### config.mk
export PLATFORM = sky130hd
export DESIGN_NAME = vga_timing
export DESIGN_NICKNAME = d
export VERILOG_FILES = /design/src/rtl/vga_timing_pkg.sv /design/src/rtl/vga_timing_axis.sv /design/src/rtl/vga_timing.sv
export SDC_FILE = /design/constraint.sdc
export NUM_CORES = 1
export LEC_CHECK = 0
export ABC_CLOCK_PERIOD_IN_PS = 2820
export BUFFER_PORTS_ARGS = -buffer_cell sky130_fd_sc_hd__buf_2
export CORE_ASPECT_RATIO = 1.75
export CORE_UTILIZATION = 45
export CTS_CLUSTER_SIZE = 24
export DETAILED_ROUTE_END_ITERATION = 8
export PLACE_DENSITY = 0.7
export SYNTH_ARGS = -nofsm -noshare
export SYNTH_HDL_FRONTEND = slang
export SYNTH_HIERARCHICAL = 1
export SYNTH_SLANG_ARGS = --single-unit
### constraint.sdc
create_clock -name clk -period 2.82 [get_ports clk]
set_clock_uncertainty 0.2 [all_clocks]
set_input_delay 0.564 -clock clk [delete_from_list [all_inputs] [get_ports clk]]
set_output_delay 0.564 -clock clk [all_outputs]
set_load 0.1 [all_outputs]
### src/rtl/vga_timing_pkg.sv
// vga_timing_pkg
// Shared constants for the VGA timing generator: counter width, the
// 640x480@60 default timing and the derived line/frame totals.
// No ports (package).
package vga_timing_pkg;

    localparam int CNT_W     = 10;
    localparam int MAX_TOTAL = 1024;

    localparam int DEF_H_ACTIVE = 640;
    localparam int DEF_H_FP     = 16;
    localparam int DEF_H_SYNC   = 96;
    localparam int DEF_H_BP     = 48;
    localparam int DEF_V_ACTIVE = 480;
    localparam int DEF_V_FP     = 10;
    localparam int DEF_V_SYNC   = 2;
    localparam int DEF_V_BP     = 33;

    // Length of one axis period (line or frame) from its four segments.
    function automatic int axis_total(input int active, input int fp,
                                      input int sync, input int bp);
        return active + fp + sync + bp;
    endfunction

    localparam int H_TOTAL = axis_total(DEF_H_ACTIVE, DEF_H_FP, DEF_H_SYNC, DEF_H_BP);
    localparam int V_TOTAL = axis_total(DEF_V_ACTIVE, DEF_V_FP, DEF_V_SYNC, DEF_V_BP);

endpackage

### src/rtl/vga_timing_axis.sv
// timing_axis
// One timing axis (horizontal or vertical): a wrapping counter plus the
// registered active/sync decode of the value being loaded.
// Ports:
//   clk, rst : clock, synchronous active-high reset
//   en       : update the registers this clk
//   zero     : when updating, load count 0 instead of advancing
//   inc      : when updating (and not zero), advance by one; else hold
//   count    : current counter value (registered)
//   active   : count < ACTIVE (registered, 0 in reset)
//   sync     : POL inside the sync window, ~POL elsewhere (registered)
//   wrap     : count is at the last position of the period
module timing_axis
    import vga_timing_pkg::*;
#(
    parameter int ACTIVE = DEF_H_ACTIVE,
    parameter int FP     = DEF_H_FP,
    parameter int SYNC   = DEF_H_SYNC,
    parameter int BP     = DEF_H_BP,
    parameter bit POL    = 1'b0
) (
    input  logic             clk,
    input  logic             rst,
    input  logic             en,
    input  logic             zero,
    input  logic             inc,
    output logic [CNT_W-1:0] count,
    output logic             active,
    output logic             sync,
    output logic             wrap
);

    localparam int TOTAL = axis_total(ACTIVE, FP, SYNC, BP);
    localparam logic [CNT_W-1:0] LAST    = CNT_W'(TOTAL - 1);
    localparam logic [CNT_W-1:0] ACT_END = CNT_W'(ACTIVE);
    localparam logic [CNT_W-1:0] SYNC_LO = CNT_W'(ACTIVE + FP);
    localparam logic [CNT_W-1:0] SYNC_HI = CNT_W'(ACTIVE + FP + SYNC);

    logic [CNT_W-1:0] next_s;

    assign wrap = (count == LAST);

    // Next counter value: forced zero, advance with wrap, or hold.
    always_comb begin
        next_s = count;
        if (zero) begin
            next_s = {CNT_W{1'b0}};
        end else if (inc) begin
            if (wrap) begin
                next_s = {CNT_W{1'b0}};
            end else begin
                next_s = count + CNT_W'(1);
            end
        end else begin
            next_s = count;
        end
    end

    // Counter and decodes are registered together from next_s so they
    // always describe the same position.
    always_ff @(posedge clk) begin
        if (rst) begin
            count  <= {CNT_W{1'b0}};
            active <= 1'b0;
            sync   <= ~POL;
        end else if (en) begin
            count  <= next_s;
            active <= (next_s < ACT_END);
            sync   <= ((next_s >= SYNC_LO) && (next_s < SYNC_HI)) ? POL : ~POL;
        end
    end

endmodule

### src/rtl/vga_timing.sv
// vga_timing
// VGA raster timing generator advancing one pixel per clk with pix_ce=1.
// Ports:
//   clk, rst     : clock, synchronous active-high reset
//   pix_ce       : pixel clock enable
//   px, py       : current horizontal / vertical position (incl. blanking)
//   video_active : position is inside the visible area
//   hsync, vsync : sync outputs, asserted level set by *_POL
//   line_start   : one-clk pulse after the update that loads px=0
//   frame_start  : one-clk pulse after the update that loads (0,0)
module vga_timing
    import vga_timing_pkg::*;
#(
    parameter int H_ACTIVE  = DEF_H_ACTIVE,
    parameter int H_FP      = DEF_H_FP,
    parameter int H_SYNC    = DEF_H_SYNC,
    parameter int H_BP      = DEF_H_BP,
    parameter int V_ACTIVE  = DEF_V_ACTIVE,
    parameter int V_FP      = DEF_V_FP,
    parameter int V_SYNC    = DEF_V_SYNC,
    parameter int V_BP      = DEF_V_BP,
    parameter bit HSYNC_POL = 1'b0,
    parameter bit VSYNC_POL = 1'b0
) (
    input  logic             clk,
    input  logic             rst,
    input  logic             pix_ce,
    output logic [CNT_W-1:0] px,
    output logic [CNT_W-1:0] py,
    output logic             video_active,
    output logic             hsync,
    output logic             vsync,
    output logic             line_start,
    output logic             frame_start
);

    localparam int H_TOT = axis_total(H_ACTIVE, H_FP, H_SYNC, H_BP);
    localparam int V_TOT = axis_total(V_ACTIVE, V_FP, V_SYNC, V_BP);

    if (H_TOT > MAX_TOTAL) begin : g_h_total_too_large
        $error("vga_timing: horizontal total exceeds counter range");
    end
    if (V_TOT > MAX_TOTAL) begin : g_v_total_too_large
        $error("vga_timing: vertical total exceeds counter range");
    end

    // Low until the first pixel after reset; that pixel loads (0,0)
    // rather than advancing from the reset count.
    logic primed_r;
    logic h_wrap_s;
    logic v_wrap_s;
    logic h_active_s;
    logic v_active_s;

    timing_axis #(
        .ACTIVE (H_ACTIVE),
        .FP     (H_FP),
        .SYNC   (H_SYNC),
        .BP     (H_BP),
        .POL    (HSYNC_POL)
    ) u_h_axis (
        .clk    (clk),
        .rst    (rst),
        .en     (pix_ce),
        .zero   (~primed_r),
        .inc    (1'b1),
        .count  (px),
        .active (h_active_s),
        .sync   (hsync),
        .wrap   (h_wrap_s)
    );

    timing_axis #(
        .ACTIVE (V_ACTIVE),
        .FP     (V_FP),
        .SYNC   (V_SYNC),
        .BP     (V_BP),
        .POL    (VSYNC_POL)
    ) u_v_axis (
        .clk    (clk),
        .rst    (rst),
        .en     (pix_ce),
        .zero   (~primed_r),
        .inc    (h_wrap_s),
        .count  (py),
        .active (v_active_s),
        .sync   (vsync),
        .wrap   (v_wrap_s)
    );

    // Both terms are flops updated on the same pixel, so this stays aligned
    // and has no path from pix_ce.
    assign video_active = h_active_s & v_active_s;

    // Start pulses: set by the update that loads px=0 / (0,0) and cleared on
    // the very next clk whether or not pix_ce is high.
    always_ff @(posedge clk) begin
        if (rst) begin
            primed_r    <= 1'b0;
            line_start  <= 1'b0;
            frame_start <= 1'b0;
        end else begin
            line_start  <= pix_ce & (~primed_r | h_wrap_s);
            frame_start <= pix_ce & (~primed_r | (h_wrap_s & v_wrap_s));
            if (pix_ce) begin
                primed_r <= 1'b1;
            end
        end
    end

endmodule

==> flow_summary.yaml, run 1 <==
setup_path:
  crit_type: "reg -> reg"
  rr_worst_depth: 9
  crit_path_end_kind: "flip-flop"
  r2r-start: "u_h_axis/count[5]"
  cpMostUsedCell: "nand4_1"
  worstPathArrival_ns: 2.58
  r2r_end: "u_v_axis/sync"
  crit_chain: "nor4b_4 > and3_1 > nand4_1 > inv_2 > nand4_1 > or4_1 > a21boi_2 > nor4_1 > a21oi_1"
  cpPeakStageDelay_ns: 0.52
  critPathLaunchType: "flip-flop"
  r2r_setup_slack_ns: 0.25
  worstPathRequired_ns: 2.84
  crit_fanout: 9
  slowest_stage: "or4_1"
clock_network:
  cts_tree: "built"
  clk_path_buf_depth: 2
  post_cts_buffers: 0
  worstSkewPairLatency_ns: 0.28
  cts_resized: 0
  clock_sinks: 27
  clk_pin_slew_worst_paths_ns: 0.10
  htree_levels: 1
  clockRootBuffer: "clkbuf_8"
  holdBufCountCts: 0
  numCtsBuffers: 3
sta:
  fmax_mhz: 390
  hold_violations: 0
  tns_ns: 0
  fin_ws_ns: 0.254
  setup_violations: 0
  tightest_slew_ns: 0.546
  hold_ws_ns: 0.290
  relSlewSlack_pct: 63.6
  min_period_ns: 2.57
  slew_viol_final: 0
  rsz0062_at_grt: "no"
  finalCritPeriodShare_pct: 91.0
finish:
  final_cell_mix: "27 x buf_2, 25 x nor2_1, 20 x nand2_1"
  multi_input_area_um2: 1090
  final_util_pct: 53.7
  fillers: 374
  final_common_cell: "buf_2"
  nets: 251
  fin_cells: 290
  synthToLayoutAreaGrowth_pct: 12.0
  n_antenna_cell: 0
  drive_gt1_share_pct: 25.0
  final_area_um2: 1990
  regArea_um2: 563
yosys:
  syn_inst: 219
  synth_top_family_by_area: "simple AND/OR/NAND/NOR gates"
  yosys.area_share.simple_pct: 30.7
  synthArstFlopShare_pct: 0
  synthXorXnorAreaFrac_pct: 2.47
  synth_cell_types: 51
  synth_seq_area_share_pct: 30.5
  synth_compound_area_share_pct: 24.6
  synth-main-ff-cell: "dfxtp_1"
  synthAdderAreaFrac_pct: 2.12
  synth.cell_area_um2: 1770
  post-synth-top-area-fraction_pct: 30.5
  synth_area_leaders: "dfxtp_1 30%, nor2_1 5.3%, a21oi_1 4.2%, nand2_1 4.2%, nand4_1 4.2%"
  synth_largest_area_cell: "dfxtp_1"
  avgSynthCellArea_um2: 8.10
  yosys_register_bits: 27
  yosys_warnings: 6
  synth_edf_count: 0
  synthMuxAreaShare_pct: 1.13
  syn-num-nets: 225
grt:
  grt.total_usage_pct: 23.9
  grt_pass1_vias: 1671
  antenna_found_initial: 0
  grt_pass1_wl_mm: 7.85
  grt_start_max_net_pins: 30
  overflow: 0
min_path:
  hold_path_depth: 1
  hold_end: "line_start"
  hp-class: "reg -> reg"
  hold_path.startpoint: "primed_r"
floorplanning:
  die-area_um2: 4210
  num_rows: 29
  die_w_um: 49.5
  die_h_um: 85.1
  boundaryPins: 28
  initial_core_util_pct: 47.9
  core_region_area_um2: 3700
placement:
  place.gp.congestion: 0.896
  dpl_cell_area_um2: 1930
  dp_slack_ns: 0.200
  dp_hpwl_mm: 3.36
  port_buffers: 27
  placed_cells: 285
routing:
  wl_per_cell_um: 16.0
  ant_nets: 0
  dr.pass1.iters: 4
  num_vias: 1827
  drt_iter0_drc: 85
  drc_errors: 0
  drt-total-wl_mm: 4.63
  via_per_inst: 6.30
power:
  finalPower_mw: 0.686
  power_leakage_nw: 0.741
  powerDensity_nw_per_um2: 345
  ir_drop_mv: 0.220
status:
  status: "finished clean"
flow_run:
  cap_viol_max_count: 0
how the worst max path moves through the flow:
stage                       from             to  slack (ns)
2_1_floorplan  u_h_axis/count[7]  u_v_axis/sync       0.003
3_3_place_gp   u_h_axis/count[5]  u_v_axis/sync        0.25
3_5_place_dp   u_h_axis/count[5]  u_v_axis/sync        0.20
4_1_cts        u_h_axis/count[5]  u_v_axis/sync        0.17
5_1_grt        u_h_axis/count[5]  u_v_axis/sync        0.04
6_report       u_h_axis/count[5]  u_v_axis/sync        0.25
flip-flops by register name, indices dropped and copies added, names as in the netlist:
name / flops
frame_start: 1
line_start: 1
u_v_axis/sync: 1
u_v_axis/count: 10
u_v_axis/active: 1
primed_r: 1
u_h_axis/active: 1
u_h_axis/sync: 1
u_h_axis/count: 10
cell usage after synthesis, types with 3 or more instances:
| library cell | count |
|---|---|
| and3_1 | 5 |
| nor2_1 | 25 |
| inv_1 | 12 |
| nor3_1 | 5 |
| a21oi_1 | 15 |
| dfxtp_1 | 27 |
| clkbuf_1 | 3 |
| nand2_1 | 20 |
| a31oi_1 | 6 |
| buf_2 | 4 |
| ha_1 | 3 |
| nand4_1 | 12 |
| nor4_1 | 3 |
| o21ai_0 | 11 |
| buf_6 | 5 |
| nand3_1 | 8 |
| a311oi_1 | 7 |
| xnor2_1 | 5 |
logic make-up (layout without fill, tap and decap cells):
| logic type | after synthesis | count (layout) |
|---|---|---|
| muxes | 2 | 2 |
| adders and majority gates | 3 | 3 |
| xor gates and xnor gates | 5 | 5 |
| buffers and inverters | 25 | 50 |
| other | 1 | 1 |
| DFF | 27 | 27 |
| and+or+nand+nor | 96 | 96 |
| AOI/OAI and AO/OA | 60 | 60 |
layer usage:
layer | up-vias | share of wire, % | track usage, %
met4 | 0 | 5.3 | 15.8
li1 | 872 | - | -
met5 | - | 0 | 0
met1 | 875 | 39 | 26.9
met2 | 60 | 52 | 41.8
met3 | 20 | 3.2 | 2.15
area by class of cell:
type,instances,share of cell area (%)
multi-input combinational,167,54.7
tap,46,2.90
timing repair buffer,34,9.45
clock buffer,3,2.08
inverter,12,2.27
sequential,27,28.3
clock inverter,1,0.252
where the power goes:
| group | total [mW] | internal (mW) | leakage, nW | switching (mW) |
|---|---|---|---|---|
| combinational | 0.0755 | 0.0166 | 0.491 | 0.0589 |
| clock | 0.225 | 0.0992 | 0.0255 | 0.126 |
| sequential | 0.385 | 0.383 | 0.225 | 0.00284 |
| total | 0.686 | 0.498 | 0.741 | 0.188 |
critical path, delay by kind of cell, from the launching register on:
kind,cells,cell delay [ns]
and+or+nand+nor,6,1.46
DFF,1,0.39
AOI/OAI and AO/OA,2,0.34
buffers and inverters,1,0.12
Note: power is estimated with default switching activity, not from simulation.
==> run 2: changes to the inputs <==
- SYNTH_HIERARCHICAL: 1 -> unset
- TNS_END_PERCENT: unset -> 20
==> run 2 against run 1 <==
  * Maximum frequency rose by 2.0%
  * Non-clock buffer count fell by 3
  * Power up 1.4%
  * Synthesized cell count rose by 5.5%
  * Worst setup slack improved by 0.051 ns
  * Area after synthesis down 0.63%
  * Sequential share of layout area fell by 0.27 points
  * Sequential cell count stayed put
  * Largest cell class unchanged
==> flow_summary.yaml, run 2 <==
sta:
  min_period_ns: 2.51
  tns_ns: 0
  finalCritPeriodShare_pct: 89.2
  rsz0062_at_grt: "no"
  hold_violations: 0
  tightest_slew_ns: 0.488
  slew_viol_final: 0
  fmax_mhz: 398
  setup_violations: 0
  relSlewSlack_pct: 67.5
  fin_ws_ns: 0.305
finish:
  top_regs: "u_h_axis.count x10, u_v_axis.count x10"
  final_cell_mix: "27 x buf_2, 26 x nor2_1, 18 x dfxtp_1"
  final_common_cell: "buf_2"
  fillers: 404
  drive_gt1_share_pct: 20.6
  nets: 259
  n_antenna_cell: 0
  synthToLayoutAreaGrowth_pct: 11.5
  fin_cells: 298
  final_area_um2: 1970
floorplanning:
  die_h_um: 84.8
  die_w_um: 49.3
  boundaryPins: 28
  num_rows: 29
  initial_core_util_pct: 47.6
  core_region_area_um2: 3700
  die-area_um2: 4180
routing:
  num_vias: 1771
  top_layer: "met4"
  via_per_inst: 5.94
  wl_per_cell_um: 15.2
  wl_met2_mm: 2.44
  drt-total-wl_mm: 4.54
  ant_nets: 0
  dr.pass1.iters: 4
  route.met3.wl_um: 148
  drc_errors: 0
  wl_met1_mm: 1.82
  drt_iter0_drc: 42
placement:
  port_buffers: 27
  place.gp.congestion: 0.906
  dp_slack_ns: 0.339
  placed_cells: 294
  dp_hpwl_mm: 3.35
  dpl_cell_area_um2: 1920
setup_path:
  crit_fanout: 6
  cpMostUsedCell: "nor4_1"
  crit_type: "reg -> reg"
  worstPathRequired_ns: 2.79
  cpPeakStageDelay_ns: 0.38
  critPathLaunchType: "flip-flop"
  crit_chain: "ha_1 > nand4_1 > buf_4 > nor4_1 > mux2i_1 > o211ai_1 > nor4_1 > o2bb2ai_1"
  slowest_stage: "dfxtp_2"
  worstPathArrival_ns: 2.49
  crit_path_end_kind: "flip-flop"
power:
  powerDensity_nw_per_um2: 354
  ir_drop_mv: 0.227
  power_leakage_nw: 0.733
yosys:
  yosys_warnings: 0
  syn-num-nets: 237
  yosysMostFrequentCell: "dfxtp_1"
  synth-main-ff-cell: "dfxtp_1"
  synth.cell_area_um2: 1760
  synth_seq_area_share_pct: 30.7
  synth_largest_area_cell: "dfxtp_1"
  synth_area_leaders: "dfxtp_1 31%, mux2i_1 5.7%, nor2_1 5.5%, a21oi_1 4.0%, o21ai_0 4.0%"
  synthArstFlopShare_pct: 0
  yosys_register_bits: 27
  synth_commonest_cells: "27 x dfxtp_1, 26 x nor2_1, 15 x nand2_1, 14 x a21oi_1, 14 x o21ai_0"
  syn_inst: 231
  synth_cell_types: 48
  synth_edf_count: 0
  post-synth-top-area-fraction_pct: 30.7
  avgSynthCellArea_um2: 7.63
grt:
  grt_start_max_net_pins: 27
  overflow: 0
  grt_pass1_wl_mm: 7.54
  antenna_found_initial: 0
  grt_pass1_vias: 1685
  grt.total_usage_pct: 23.0
clock_network:
  clk_pin_slew_worst_paths_ns: 0.10
  post_cts_buffers: 0
  cts_tree: "built"
  numCtsBuffers: 3
  holdBufCountCts: 0
  htree_levels: 1
  clockRootBuffer: "clkbuf_8"
  worstSkewPairLatency_ns: 0.28
  cts_resized: 0
  clock_sinks: 27
  clk_path_buf_depth: 2
min_path:
  hp-class: "reg -> reg"
status:
  status: "finished clean"
flow_run:
  cap_viol_max_count: 0
## run 2: cell count changes after synthesis, sizes merged, moves of 6 or more
cell / previous run / this run
mux2i: 2 / 10
nand2b: 2 / 9
nand4: 13 / 5
nor3: 6 / 12
## run 2: cell type report
| cell class | count | area (um^2) | area share, % |
|---|---|---|---|
| Clock buffer | 3 | 41.3 | 2.10 |
| Inverter | 8 | 30.0 | 1.53 |
| Clock inverter | 1 | 5.00 | 0.255 |
| Timing Repair Buffer | 31 | 165 | 8.40 |
| Multi-Input combinational cell | 182 | 1110 | 56.7 |
| Sequential cell | 27 | 552 | 28.1 |
| Tap cell | 46 | 57.6 | 2.93 |
## run 2: final timing paths
check                     from  slack, ns  depth (start not counted)         endpoint
min            u_h_axis.active       0.28                          2  u_h_axis.active
min reg2reg    u_h_axis.active       0.28                          2  u_h_axis.active
max reg2reg  u_h_axis.count[0]       0.31                          8    u_v_axis.sync
max          u_h_axis.count[0]       0.31                          8    u_v_axis.sync
## run 2: per-stage QoR
stage / util, % / hold slack [ns] / power, mW
final: 53.1 / 0.285 / 0.695
after global routing: 53.1 / 0.317 / 0.719
after CTS: 53.1 / 0.285 / 0.702
after detailed placement: 51.9 / 0.265 / 0.473
after global placement: 51.9 / 0.264 / 0.473
after floorplan: - / 0.242 / 0.456
## run 2: layer usage
metal / global-route usage, % / up-vias
met1: 24.6 / 830
met2: 42.8 / 46
met5: 0 / -
met3: 1.45 / 10
li1: - / 885
met4: 13.1 / 0
## run 2: critical path, delay by kind of cell, from the launching register on
| kind | cells | cell delay (ns) |
|---|---|---|
| AO/OA/AOI/OAI | 2 | 0.31 |
| adder cells (fa/ha/maj) | 1 | 0.24 |
| buffers and inverters | 1 | 0.22 |
| flip-flops | 1 | 0.38 |
| multiplexers | 1 | 0.29 |
| AND/OR/NAND/NOR | 3 | 0.75 |
## run 2: logic make-up (layout without fill, tap and decap cells)
kind of cell	count (synthesis)	in the layout	synth area share, %
AOI/OAI and AO/OA	51	51	18.5
and+or+nand+nor	113	113	34.3
buffers and inverters	22	43	6.10
DFF	27	27	30.7
xor gates and xnor gates	4	4	1.99
adders and majority gates	3	3	2.13
muxes	11	11	6.32
## run 2: report_power, final
| part | leakage (nW) | total (mW) | switching [mW] | internal [mW] |
|---|---|---|---|---|
| Clock | 0.0255 | 0.231 | 0.132 | 0.0993 |
| Combinational | 0.484 | 0.0746 | 0.0584 | 0.0163 |
| Sequential | 0.223 | 0.390 | 0.00308 | 0.386 |
| Total | 0.733 | 0.695 | 0.193 | 0.502 |
